===== src/rtl/ov7670_stream_source.sv =====
// ov7670_stream_source: emulates the OV7670 DVP output pins (pclk, vsync,
// href, d[7:0]) with sensor-accurate timing and deterministic test patterns.
// ov_pclk runs at clk/2. All frame timing and data advance on the clk edge
// where ov_pclk falls, so a capture block sees stable data on pclk rising.
// Optional feature: define OV7670_SRC_FRAME_STAMP_EN to overwrite bytes 0
// and 1 of the first active line with frame_cnt (low byte, then high byte).
module ov7670_stream_source #(
    parameter int H_ACTIVE     = 640,
    parameter int BPP          = 2,
    parameter int H_BLANK      = 288,
    parameter int V_SYNC_LINES = 3,
    parameter int V_BACK       = 17,
    parameter int V_ACTIVE     = 480,
    parameter int V_FRONT      = 10
) (
    input  logic        clk,
    input  logic        rst_n,
    input  logic        en,
    input  logic [1:0]  mode,
    input  logic [7:0]  const_val,
    output logic        ov_pclk,
    output logic        ov_vsync,
    output logic        ov_href,
    output logic [7:0]  ov_d,
    output logic [15:0] frame_cnt,
    output logic        frame_start,
    output logic        busy
);

    localparam int H_PIX_BYTES = H_ACTIVE * BPP;
    localparam int LINE_T      = H_PIX_BYTES + H_BLANK;
    localparam int HW          = (LINE_T > 1) ? $clog2(LINE_T) : 1;
    localparam int V_MAX_A     = (V_SYNC_LINES > V_BACK) ? V_SYNC_LINES : V_BACK;
    localparam int V_MAX_B     = (V_ACTIVE > V_FRONT) ? V_ACTIVE : V_FRONT;
    localparam int V_MAX       = (V_MAX_A > V_MAX_B) ? V_MAX_A : V_MAX_B;
    localparam int VW          = (V_MAX > 1) ? $clog2(V_MAX) : 1;

    typedef enum logic [2:0] {
        IDLE,
        VSYNC,
        VBACK,
        ACTIVE,
        VFRONT
    } state_t;

    // First region with a non-zero line count at or after s; IDLE if none.
    function automatic state_t first_from(input state_t s);
        state_t r;
        case (s)
            VSYNC:   r = (V_SYNC_LINES > 0) ? VSYNC :
                         (V_BACK > 0)       ? VBACK :
                         (V_ACTIVE > 0)     ? ACTIVE :
                         (V_FRONT > 0)      ? VFRONT : IDLE;
            VBACK:   r = (V_BACK > 0)       ? VBACK :
                         (V_ACTIVE > 0)     ? ACTIVE :
                         (V_FRONT > 0)      ? VFRONT : IDLE;
            ACTIVE:  r = (V_ACTIVE > 0)     ? ACTIVE :
                         (V_FRONT > 0)      ? VFRONT : IDLE;
            VFRONT:  r = (V_FRONT > 0)      ? VFRONT : IDLE;
            default: r = IDLE;
        endcase
        return r;
    endfunction

    // Region following s, skipping empty ones; IDLE marks the frame end.
    function automatic state_t next_region(input state_t s);
        state_t r;
        case (s)
            VSYNC:   r = first_from(VBACK);
            VBACK:   r = first_from(ACTIVE);
            ACTIVE:  r = first_from(VFRONT);
            default: r = IDLE;
        endcase
        return r;
    endfunction

    function automatic int lines_of(input state_t s);
        int n;
        case (s)
            VSYNC:   n = V_SYNC_LINES;
            VBACK:   n = V_BACK;
            ACTIVE:  n = V_ACTIVE;
            VFRONT:  n = V_FRONT;
            default: n = 0;
        endcase
        return n;
    endfunction

    localparam state_t FIRST = first_from(VSYNC);

    state_t          state, state_nx;
    logic [HW-1:0]   h_cnt, h_nx;
    logic [VW-1:0]   v_cnt, v_nx;
    logic [1:0]      mode_q, mode_nx;
    logic [15:0]     fc_nx;
    logic            tick;
    logic            h_wrap;
    logic            start;
    logic            frame_end;
    logic            href_nx;
    logic [7:0]      px_x, px_y;
    logic [7:0]      pat;
    logic [7:0]      d_nx;

    // ov_pclk is about to fall on this clk edge.
    assign tick = ov_pclk;

    // Next-state, counter and output-value computation for the coming tick.
    always_comb begin
        // NOTE: every variable gets a default first so no path leaves it
        // unassigned, which would otherwise infer a latch.
        state_nx  = state;
        h_nx      = h_cnt;
        v_nx      = v_cnt;
        mode_nx   = mode_q;
        h_wrap    = 1'b0;
        start     = 1'b0;
        frame_end = 1'b0;

        if (state == IDLE) begin
            start = en;
        end else begin
            h_wrap = (int'(h_cnt) == LINE_T - 1);
            h_nx   = h_wrap ? '0 : h_cnt + HW'(1);
            if (h_wrap) begin
                if (int'(v_cnt) == lines_of(state) - 1) begin
                    v_nx     = '0;
                    state_nx = next_region(state);
                    if (state_nx == IDLE) begin
                        frame_end = 1'b1;
                        start     = en;
                    end
                end else begin
                    v_nx = v_cnt + VW'(1);
                end
            end
        end

        if (start) begin
            state_nx = FIRST;
            h_nx     = '0;
            v_nx     = '0;
            mode_nx  = mode;
        end

        fc_nx   = frame_cnt + {15'd0, frame_end};
        href_nx = (state_nx == ACTIVE) && (int'(h_nx) < H_PIX_BYTES);
        px_x    = 8'(int'(h_nx) / BPP);
        px_y    = 8'(v_nx);

        case (mode_nx)
            2'd0:    pat = px_x;
            2'd1:    pat = px_y;
            2'd2:    pat = (px_x[3] ^ px_y[3]) ? 8'hFF : 8'h00;
            default: pat = const_val;
        endcase

`ifdef OV7670_SRC_FRAME_STAMP_EN
        // Frame stamp: first two bytes of active line 0 carry frame_cnt.
        if (state_nx == ACTIVE && v_nx == '0) begin
            if (h_nx == HW'(0)) pat = fc_nx[7:0];
            if (h_nx == HW'(1)) pat = fc_nx[15:8];
        end
`endif

        d_nx = href_nx ? pat : 8'h00;
    end

    // State, counters and pin registers: pclk every clk, the rest on ticks.
    always_ff @(posedge clk or negedge rst_n) begin
        if (!rst_n) begin
            state       <= IDLE;
            h_cnt       <= '0;
            v_cnt       <= '0;
            mode_q      <= 2'd0;
            ov_pclk     <= 1'b0;
            ov_vsync    <= 1'b0;
            ov_href     <= 1'b0;
            ov_d        <= 8'h00;
            frame_cnt   <= 16'h0000;
            frame_start <= 1'b0;
            busy        <= 1'b0;
        end else begin
            // NOTE: non-blocking assignments so every register samples the
            // pre-edge values, independent of statement order.
            ov_pclk     <= ~ov_pclk;
            frame_start <= 1'b0;
            if (tick) begin
                state       <= state_nx;
                h_cnt       <= h_nx;
                v_cnt       <= v_nx;
                mode_q      <= mode_nx;
                frame_cnt   <= fc_nx;
                frame_start <= start;
                ov_vsync    <= (state_nx == VSYNC);
                ov_href     <= href_nx;
                ov_d        <= d_nx;
                busy        <= (state_nx != IDLE);
            end
        end
    end

endmodule


===== config.mk =====
export PLATFORM = sky130hd
export DESIGN_NAME = ov7670_stream_source
export DESIGN_NICKNAME = d
export VERILOG_FILES = /design/src/rtl/ov7670_stream_source.sv
export SDC_FILE = /design/constraint.sdc
export NUM_CORES = 1
export LEC_CHECK = 0
export BUFFER_PORTS_ARGS = -buffer_cell sky130_fd_sc_hd__buf_2
export CAP_MARGIN = 0
export CORE_AREA = 8 8 102 95
export CTS_BUF_LIST = sky130_fd_sc_hd__clkbuf_16
export DETAILED_ROUTE_END_ITERATION = 6
export DIE_AREA = 0 0 110 103
export PLACE_DENSITY = 0.74
export SETUP_SLACK_MARGIN = 0.05
export SYNTH_ARGS = -nofsm -noshare
export SYNTH_HDL_FRONTEND = slang
export SYNTH_SLANG_ARGS = --single-unit
export TNS_END_PERCENT = 50

===== constraint.sdc =====
create_clock -name clk -period 4.1 [get_ports clk]
set_input_delay 0.41 -clock clk [delete_from_list [all_inputs] [get_ports clk]]
set_output_delay 0.41 -clock clk [all_outputs]
set_load 0.01 [all_outputs]

---- After elaboration in Yosys (flattened, before gate mapping) ----
Cells that the tools add are included.
storage, ports and cells
  flip-flop bits (word level) ............. 54
  output and inout bits ................... 29
  word-level logic and storage cells ...... 68
cells by class
  bitwise operators ....................... 2
  $add $sub $neg .......................... 4
  reductions and logical operators ........ 7
  equality and inequality tests ........... 11
  order comparisons ....................... 1
  mux-type cells .......................... 31
operators by type and width
  kind                   count
  $mux 32                2
  $mux 9                 4
  $pmux 9 s4             1
  $mux 11                3
  $eq 10x32->1           1
  $sub 32x2->32 const B  1
  $pmux 8 s3             1
  $mux 3                 7
  $add 16x1->16          1
  $mux 8                 2
  $add 11x1->11 const B  1
  $eq 11x10->1 const B   1
  $lt 11x11->1 const B   1
  $add 9x1->9 const B    1
  $eq 3x2->1 const B     3
  $mux 1                 9
  $pmux 3 s3             1
  $eq 3x1->1 const B     2
  $logic_not 3->1        2
  $eq 3x3->1 const B     1
  $reduce_and 3->1       1
  $reduce_bool 3->1      1
  $eq 2x1->1 const B     1
  $eq 2x2->1 const B     1
  other kinds (7)        7

---- Depth between registers and ports, before layout ----
Gate-level depths: netlist of run 1.
  word-level depth ........................ 19
  depth in mapped cells ................... 18
  mapped depth without buffers ............ 17

---- Worst setup path before layout of run 1 ----
Ideal clock, no wire load.
  kind .................................... reg2reg
  from .................................... register state[1]
  to ...................................... register ov_d[0]
  stages on the path, launching flop included .. 16
  arrival time ............................ 3.940 ns
  setup slack ............................. 0.059 ns
  required time ........................... 3.999 ns
  path through ............................ dfrtp_1 buf_4 xor2_1 nand2b_1 ha_1 ha_1 and2_1 ha_1 or4_4 a2111oi_4 nand2_1 nor4_4 o21a_2 o21ai_1 a2111o_1 o32ai_1
on the way
  longest elaborated chain between the ends .. 15
ends and longest elaborated chain
  item                                                                    RTL line  text
  start, declared                                                         91        state_t state, state_nx;
  start signal, assigned                                                  189       state <= state_nx;
  parallel branches: the longest is 14 deep, another holds $sub 32x2->32  --
  $mux 8 *                                                                166       d_nx = href_nx ? pat : 8'h00;
  end signal, assigned                                                    197       ov_d <= d_nx;
  end, declared                                                           24        output logic [7:0] ov_d,
Every way passes the cells marked *. The select of a mux whose other input is x is not followed.
A chain may end at the register's enable or synchronous reset.

---- Worst setup path after layout of run 1 ----
  from .................................... register state[0]
  to ...................................... register ov_d[1]
Same word-level chain as after synthesis.

==> results of run 1 <==
## critical path: stages, from the launching register on
cell and delay, ps:
dfrtp_2 450, xor2_1 160, nand2b_1 140, ha_4 210
ha_1 190, and2_1 140, ha_1 170, or4_4 450
nor2_1 190, nand3_2 140, nor4_4 150, buf_4 190
nand2_1 70, o21ai_1 90, o21ai_1 170, a2111o_1 490
o32ai_1 320
## cell families after synthesis
| group | after synthesis | synth area share |
|---|---|---|
| xor gates and xnor gates | 38 | 0.0943 |
| DFF | 54 | 0.383 |
| muxes | 18 | 0.0610 |
| adders and majority gates | 10 | 0.0354 |
| buffers and inverters | 33 | 0.0401 |
| and+or+nand+nor | 151 | 0.231 |
| AOI/OAI and AO/OA | 73 | 0.155 |
## registers in the layout, indices dropped and copies added (netlist names)
register     flops
ov_d             8
ov_pclk          1
busy             1
state            3
frame_cnt       16
ov_vsync         1
ov_href          1
mode_q           2
h_cnt           11
v_cnt            9
frame_start      1
## stage by stage
step	area (um^2)	utilization	hold slack [ps]	power, W
finish	4100	0.521	249	0.000972
detailed placement	3870	0.492	474	0.000564
CTS	4030	0.511	279	0.000983
floorplan	3530	-	114	0.000545
global placement	3870	0.492	455	0.000563
global route	4100	0.521	319	0.00101
## metal layers
layer / up-vias / GRT usage
li1: 1429 / -
met1: 1411 / 0.220
met2: 122 / 0.240
met3: 13 / 0.0338
met4: 0 / 0.0508
met5: - / 0
## cell usage in the layout (no fill, tap or decap), types with 9 or more instances in the layout
master and n:
o21ai_0 17, dfrtp_1 53, inv_1 14, nand2_1 42, nor2_1 34, mux2_2 15, xor2_1 17, buf_2 41
ha_1 9, and3_1 11, xnor2_1 21, nand3_1 17, buf_4 16
## worst max path at each step
stage	from	end	cells past startpoint
after floorplan	state[1]	ov_d[0]	15
final	state[0]	ov_d[1]	16
after CTS	state[0]	ov_d[1]	16
after detailed placement	state[0]	ov_d[1]	16
after global routing	state[0]	ov_d[0]	17
after global placement	state[0]	ov_d[5]	16
## repair_timing
item	in CTS	in global routing
setup buffers	0	2
gates cloned	0	2
gates resized for setup	1	7
endpoints found under the setup margin	1	18
pin swaps	0	4
## final cells by class
class	instances	area share
multi-input cells	292	0.514
repair buffers	57	0.0793
flip-flops and latches	54	0.330
clock inverters	3	0.00396
clock buffers	5	0.0305
inverters	14	0.0128
well taps	99	0.0302
## power by group
| group | total, W | switching, W | internal, W | leakage, nW |
|---|---|---|---|---|
| clock | 0.000419 | 0.000195 | 0.000224 | 0.0672 |
| combinational | 0.0000210 | 0.0000156 | 0.00000541 | 1.10 |
| sequential | 0.000532 | 0 | 0.000532 | 0.694 |
| total | 0.000972 | 0.000211 | 0.000761 | 1.86 |
==> flow_summary.yaml, run 1 <==
global_route:
  grt_pass1_vias: 2988
  grt_antenna_before_repair: 0
  grt.total_usage: 0.159
  grt_max_degree: 55
  grt_pass1_wl_um: 14400
  gr-total-overflow: 0
yosys:
  synth_nets: 400
  synth_area_per_cell_um2: 9.36
  netlist_top_cells_count: "54 x dfrtp_1, 42 x nand2_1, 34 x nor2_1"
  ys_ff_latch: 54
  synth_largest_area_cell: "dfrtp_1"
  synth-async-reset-ratio: 1.00
  ys_types: 62
  synth_most_common_cell: "dfrtp_1"
  ys.flop_type: "dfrtp_1"
  synth_edf_count: 0
  synth.area.top_cells: "dfrtp_1 38%, xnor2_1 5.2%, mux2_2 4.8%"
  netlist.area_leader.share: 0.383
  ys_warn_count: 0
  synth_area_mm2: 0.00353
  synthCells: 377
  yosysSeqAreaShare: 0.383
setup_path:
  critPathArrivalTime_ps: 4030
  worstSetupPathType: "reg -> reg"
  r2r-start: "state[0]"
  crit_required_ps: 4290
  r2r_slack_ps: 260
  startpoint_type: "flip-flop"
  rr_endpoint: "ov_d[1]"
  r2r_cells: 16
  endpoint_kind: "flip-flop"
  worst-path-max-fanout: 6
detailed_routing:
  met3_wirelength_um: 720
  drtIter0Drc: 256
  vias: 2975
  dr_wl_met2_um: 3950
  wl_met1_um: 4030
  routed_wl_um: 8820
  ant_nets: 0
  wire_per_inst_um: 16.8
  avgViaCountPerCell: 5.68
  dr.pass1.iters: 5
  top_layer: "met4"
  drc: 0
timing:
  max_clock_freq_mhz: 260
  worst_slew_pin_slew_ps: 828
  setup_viol: 0
  relSlewSlack: 0.448
  finalClockSkew_ps: 8.19
  rsz0062_at_grt: "false"
  setup-tns-final_ps: 0
  min_period_ps: 3840
  fin_ws_ps: 256
  period_share: 0.937
  final-max-slew-violation-count: 0
  finalHoldViolCount: 0
power_and_ir_drop:
  peakVddDrop_uv: 250
  cellLeakagePower_nw: 1.86
  p_per_area_mw_per_mm2: 237
placed_design:
  hpwl_um: 6290
  dp_cells: 512
  dp_slack_ps: 74.4
  gp_congestion: 0.924
  port_buffers: 41
run:
  drv_cap: 0
clocking:
  cts_hold_buf: 0
  clkTransAtPathRegs_ps: 70
  h-tree-depth: 2
  clock_latency_ps: 290
  clock-sinks: 54
  cts_tree: "built"
  cts_made_buffers: 5
  cts_buffer_depth: 2
  root_buffer: "clkbuf_16"
layout:
  drive_above_1_share: 0.238
  regArea_mm2: 0.00135
  multi_input_area_mm2: 0.00211
  stdcell_count: 524
  area_growth_pct: 16.3
  nets: 447
  antenna_cells: 0
  nFillCells: 710
die:
  die_area_mm2: 0.0113
  fp.dieW_um: 110
  fp-row-count: 31
  core_area_mm2: 0.00787
  initial_core_util: 0.448
  io_pins: 42
  die_y_um: 103
min_path:
  hp-class: "in -> async"
outcome:
  status: "completed"
Power figures use the tool's default switching activity.
==> run 2: changes to the inputs <==
--- a/config.mk
+++ b/config.mk
@@ -5,14 +5,15 @@
 export SDC_FILE = /design/constraint.sdc
 export NUM_CORES = 1
 export LEC_CHECK = 0
-export BUFFER_PORTS_ARGS = -buffer_cell sky130_fd_sc_hd__buf_2
 export CAP_MARGIN = 0
 export CORE_AREA = 8 8 102 95
 export CTS_BUF_LIST = sky130_fd_sc_hd__clkbuf_16
 export DETAILED_ROUTE_END_ITERATION = 6
 export DIE_AREA = 0 0 110 103
-export PLACE_DENSITY = 0.74
+export DONT_BUFFER_PORTS = 1
+export PLACE_DENSITY = 0.7
 export SETUP_SLACK_MARGIN = 0.05
+export SLEW_MARGIN = 20
 export SYNTH_ARGS = -nofsm -noshare
 export SYNTH_HDL_FRONTEND = slang
 export SYNTH_SLANG_ARGS = --single-unit
==> run 2 against run 1 <==
  * Clock skew rose by 3.2 ps
  * Core utilization fell by 1.8 points
  * Critical endpoint is now ov_d[5]
  * Register-to-register slack barely moved
  * Worst hold slack improved by 17 ps
  * Via count fell by 4.6%
==> flow_summary.yaml, run 2 (synthesis results as in run 1) <==
layout:
  antenna_cells: 0
  drive_above_1_share: 0.164
  top_regs: "frame_cnt: 16 flops, h_cnt: 11 flops, v_cnt: 9 flops"
  largest-register: "frame_cnt"
  final_cell_mix: "54 x dfrtp_1, 41 x nand2_1, 32 x nor2_1, 21 x xnor2_1"
  largest_reg_flops: 16
  layout_commonest_cell: "dfrtp_1"
  regArea_mm2: 0.00135
  nFillCells: 695
  multi_input_area_mm2: 0.00212
  area_growth_pct: 12.2
  nets: 407
timing:
  rsz0062_at_grt: "false"
  setup-tns-final_ps: 0
  finalHoldViolCount: 0
  finalClockSkew_ps: 11.3
  setup_viol: 0
  period_share: 0.935
  final-max-slew-violation-count: 0
  min_period_ps: 3830
  worst_slew_pin_slew_ps: 974
  max_clock_freq_mhz: 261
  relSlewSlack: 0.350
global_route:
  met1_usage: 0.197
  gr-usage-met3: 0.0406
  grtUsageMet2: 0.224
  grt.total_usage: 0.146
  gr-total-overflow: 0
  grt_antenna_before_repair: 0
  grt_pass1_vias: 2644
  grt_pass1_wl_um: 13100
  grt_max_degree: 55
  grt-busiest-layer: "met2"
min_path:
  hp-class: "in -> reg"
clocking:
  cts_made_buffers: 5
  clock-sinks: 54
  clkTransAtPathRegs_ps: 70
  cts_buffer_depth: 2
  clock_latency_ps: 300
  h-tree-depth: 2
  cts_tree: "built"
  root_buffer: "clkbuf_16"
setup_path:
  worst-path-max-fanout: 6
  r2r_slack_ps: 270
  crit_required_ps: 4290
  startpoint_type: "flip-flop"
  endpoint_kind: "flip-flop"
  critPathArrivalTime_ps: 4020
  worstSetupPathType: "reg -> reg"
detailed_routing:
  drtIter0Drc: 148
  vias: 2837
  ant_nets: 0
  avgViaCountPerCell: 5.86
  drc: 0
  routed_wl_um: 8510
  wire_per_inst_um: 17.6
  dr.pass1.iters: 4
die:
  io_pins: 42
  fp-row-count: 31
  initial_core_util: 0.448
  fp.dieW_um: 110
  die_y_um: 103
  core_area_mm2: 0.00787
  die_area_mm2: 0.0113
placed_design:
  hpwl_um: 6060
  gp_congestion: 0.865
  port_buffers: 0
power_and_ir_drop:
  cellLeakagePower_nw: 1.70
  peakVddDrop_uv: 174
  power.total_w: 0.00102
  p_per_area_mw_per_mm2: 258
outcome:
  status: "completed"
run:
  drv_cap: 0
-- run 2: cell types whose count changed in the layout (fill, tap and decap cells not counted), sizes merged --
cell / previous run / this run
buf: 57 / 16
clkinv: 2 / 0
inv: 14 / 16
bufinv: 0 / 1
clkinvlp: 1 / 0
dlygate4sd3: 0 / 1
-- run 2: path summary, 6_finish.rpt --
kind,start,end,cells after the start
hold / removal,mode[1],mode_q[1],1
max in group asynchronous,rst_n,state[2],2
setup / recovery,state[0],ov_d[5],14
setup reg to reg,state[0],ov_d[5],14
min in group asynchronous,rst_n,ov_d[4],2
hold reg to reg,h_cnt[0],h_cnt[0],1
-- run 2: metrics by stage --
step	hold WS [ps]	utilization	setup slack, ps	cell area (um^2)	std cells
2_1_floorplan	114	-	59.0	3530	377
4_1_cts	265	0.491	65.9	3860	480
3_3_place_gp	116	0.464	212	3650	469
3_5_place_dp	117	0.464	89.0	3650	469
5_1_grt	266	0.503	66.0	3960	484
6_report	266	0.503	267	3960	484
-- run 2: power by group --
group | switching (W) | internal [W]
clock | 0.000190 | 0.000284
sequential | 0 | 0.000532
combinational | 0.0000111 | 0.00000418
-- run 2: critical path, cell delays in order (launching register included) --
cell and delay (ps):
dfrtp_1 410, xor2_1 160, nand2b_1 150, ha_4 220, ha_1 200, and2_1 150, ha_1 290, xnor2_1 150
nor3_1 330, nand3_2 190, nor4_4 300, nand2_1 140, xor2_1 200, a2111o_2 550, o32ai_1 310
-- run 2: routing by layer --
metal	vias to the layer above	part of all wire
met1	1385	0.46
met2	99	0.45
met3	7	0.080
li1	1346	-
met4	0	0.0076
met5	-	0
-- run 2: cell type report --
type / count / area share
well taps: 99 / 0.0313
inverters: 14 / 0.0133
clock buffers: 5 / 0.0316
flip-flops and latches: 54 / 0.341
multi-input cells: 292 / 0.535
repair buffers: 17 / 0.0379
clock inverters: 3 / 0.00948
-- run 2: repair_timing --
action                     in CTS  in global routing
setup endpoints to repair       1                 14
gates cloned                    0                  2
hold buffers                    2                  0
pin swaps                       0                  3
resized for setup               0                 12
setup buffers                   1                  2
hold endpoints to repair       54                  0
==> run 3: changes to the inputs <==
--- a/config.mk
+++ b/config.mk
@@ -7,7 +7,7 @@
 export LEC_CHECK = 0
 export CAP_MARGIN = 0
 export CORE_AREA = 8 8 102 95
-export CTS_BUF_LIST = sky130_fd_sc_hd__clkbuf_16
+export CTS_BUF_LIST = sky130_fd_sc_hd__clkbuf_8
 export DETAILED_ROUTE_END_ITERATION = 6
 export DIE_AREA = 0 0 110 103
 export DONT_BUFFER_PORTS = 1
==> run 3 against run 2 <==
  * Sequential share of layout area rose by 0.63 points
  * Via count fell by 1.5%
  * Non-clock buffer count did not move
  * Worst setup slack barely moved
  * Clock-buffer cell count did not move
  * Highest routed layer unchanged
  * Core utilization fell by 0.91 points
==> flow_summary.yaml, run 3 (synthesis results as in run 1) <==
timing:
  relSlewSlack: 0.342
  final-max-slew-violation-count: 0
  worst_slew_pin_slew_ps: 987
  holdWs_ps: 249
  finalClockSkew_ps: 12.8
  setup_viol: 0
  finalHoldViolCount: 0
  min_period_ps: 3830
  period_share: 0.935
  rsz0062_at_grt: "false"
  fin_ws_ps: 267
  setup-tns-final_ps: 0
  max_clock_freq_mhz: 261
layout:
  final_core_util: 0.494
  final_cell_mix: "54 x dfrtp_1, 41 x nand2_1, 32 x nor2_1, 21 x xnor2_1"
  top_regs: "frame_cnt: 16 flops, h_cnt: 11 flops, v_cnt: 9 flops"
  nets: 406
  area_growth_pct: 10.2
  layout_commonest_cell: "dfrtp_1"
  antenna_cells: 0
  largest-register: "frame_cnt"
  largest_reg_flops: 16
  drive_above_1_share: 0.164
clocking:
  clkTransAtPathRegs_ps: 100
  cts_made_buffers: 5
  clock-sinks: 54
  cts_buffer_depth: 2
  clock_latency_ps: 310
  cts_tree: "built"
  h-tree-depth: 2
  root_buffer: "clkbuf_8"
setup_path:
  r2r_slack_ps: 270
  endpoint_kind: "flip-flop"
  crit_required_ps: 4310
  cp-startpoint: "state[0]"
  worstSetupPathType: "reg -> reg"
  critPathArrivalTime_ps: 4050
  startpoint_type: "flip-flop"
  r2r-start: "state[0]"
  worst-path-max-fanout: 6
min_path:
  hp-class: "in -> reg"
  min_from: "mode[1]"
power_and_ir_drop:
  p_per_area_mw_per_mm2: 232
  cellLeakagePower_nw: 1.67
  peakVddDrop_uv: 132
  power.total_w: 0.000902
global_route:
  grt_antenna_before_repair: 0
  grt_max_degree: 55
  grt.total_usage: 0.144
  gr-total-overflow: 0
  grt_pass1_wl_um: 13100
  grt_pass1_vias: 2640
die:
  initial_core_util: 0.448
  core_area_mm2: 0.00787
  die_y_um: 103
  fp.dieW_um: 110
  fp-row-count: 31
  die_area_mm2: 0.0113
  io_pins: 42
placed_design:
  gp_congestion: 0.865
  port_buffers: 0
  hpwl_um: 6060
  dp_slack_ps: 89.0
detailed_routing:
  routed_wl_um: 8440
  wire_per_inst_um: 17.5
  ant_nets: 0
  vias: 2795
  dr.pass1.iters: 4
  drtIter0Drc: 158
  avgViaCountPerCell: 5.79
  drc: 0
outcome:
  status: "completed"
run:
  drv_cap: 0
[run 3: cell count changes in the layout (fill, tap and decap cells not counted), sizes merged]
cell / before / now
mux2i: 4 / 3
[run 3: repair_timing]
| action | 4_1_cts | 5_1_grt |
|---|---|---|
| hold buffers | 2 | 0 |
| resized for setup | 0 | 12 |
| buffers inserted | 0 | 3 |
| endpoints found under the hold margin | 54 | 0 |
| endpoints found under the setup margin | 0 | 15 |
[run 3: stage by stage]
| stage | std cells | cell area, um^2 |
|---|---|---|
| 3_3_place_gp | 469 | 3650 |
| 6_report | 483 | 3890 |
| 3_5_place_dp | 469 | 3650 |
| 5_1_grt | 483 | 3890 |
| 2_1_floorplan | 377 | 3530 |
| 4_1_cts | 479 | 3800 |
[run 3: critical path, stage by stage (launching register included)]
cell and delay [ps]:
dfrtp_1 420, xor2_1 160, nand2b_1 140, ha_4 210
ha_1 200, and2_1 150, ha_1 290, xnor2_1 150
nor3_1 320, nand3_2 190, nor4_4 300, nand2_1 140
xor2_1 210, a2111o_2 550, o32ai_1 300
[run 3: layout make-up]
type / instances / area (um^2)
multi-input cells: 291 / 2100
repair buffers: 17 / 154
fillers: 706 / 3990
inverters: 14 / 52.6
clock buffers: 5 / 68.8
flip-flops and latches: 54 / 1350
well taps: 99 / 124
clock inverters: 3 / 37.5
[run 3: final timing paths]
kind | cells after the start | endpoint
worst min-delay path | 1 | mode_q[1]
max in group asynchronous | 2 | state[0]
worst max register to register | 14 | ov_d[3]
worst max-delay path | 14 | ov_d[3]
worst min register to register | 1 | h_cnt[0]
min in group asynchronous | 2 | ov_d[4]
[run 3: where the power goes]
group          switching [W]  leakage (nW)  internal (W)  total (W)
registers                  0         0.694      0.000532   0.000532
clock network       0.000177        0.0607      0.000178   0.000355
logic              0.0000109         0.910    0.00000407  0.0000150
[run 3: routing by layer]
metal | GRT usage | vias to the layer above | part of all wire | routed length (um)
met5 | 0 | - | 0 | 0
met4 | 0.0301 | 0 | 0.011 | 94
met3 | 0.0469 | 12 | 0.070 | 590
li1 | - | 1344 | - | -
met1 | 0.193 | 1363 | 0.47 | 3940
met2 | 0.221 | 76 | 0.45 | 3810
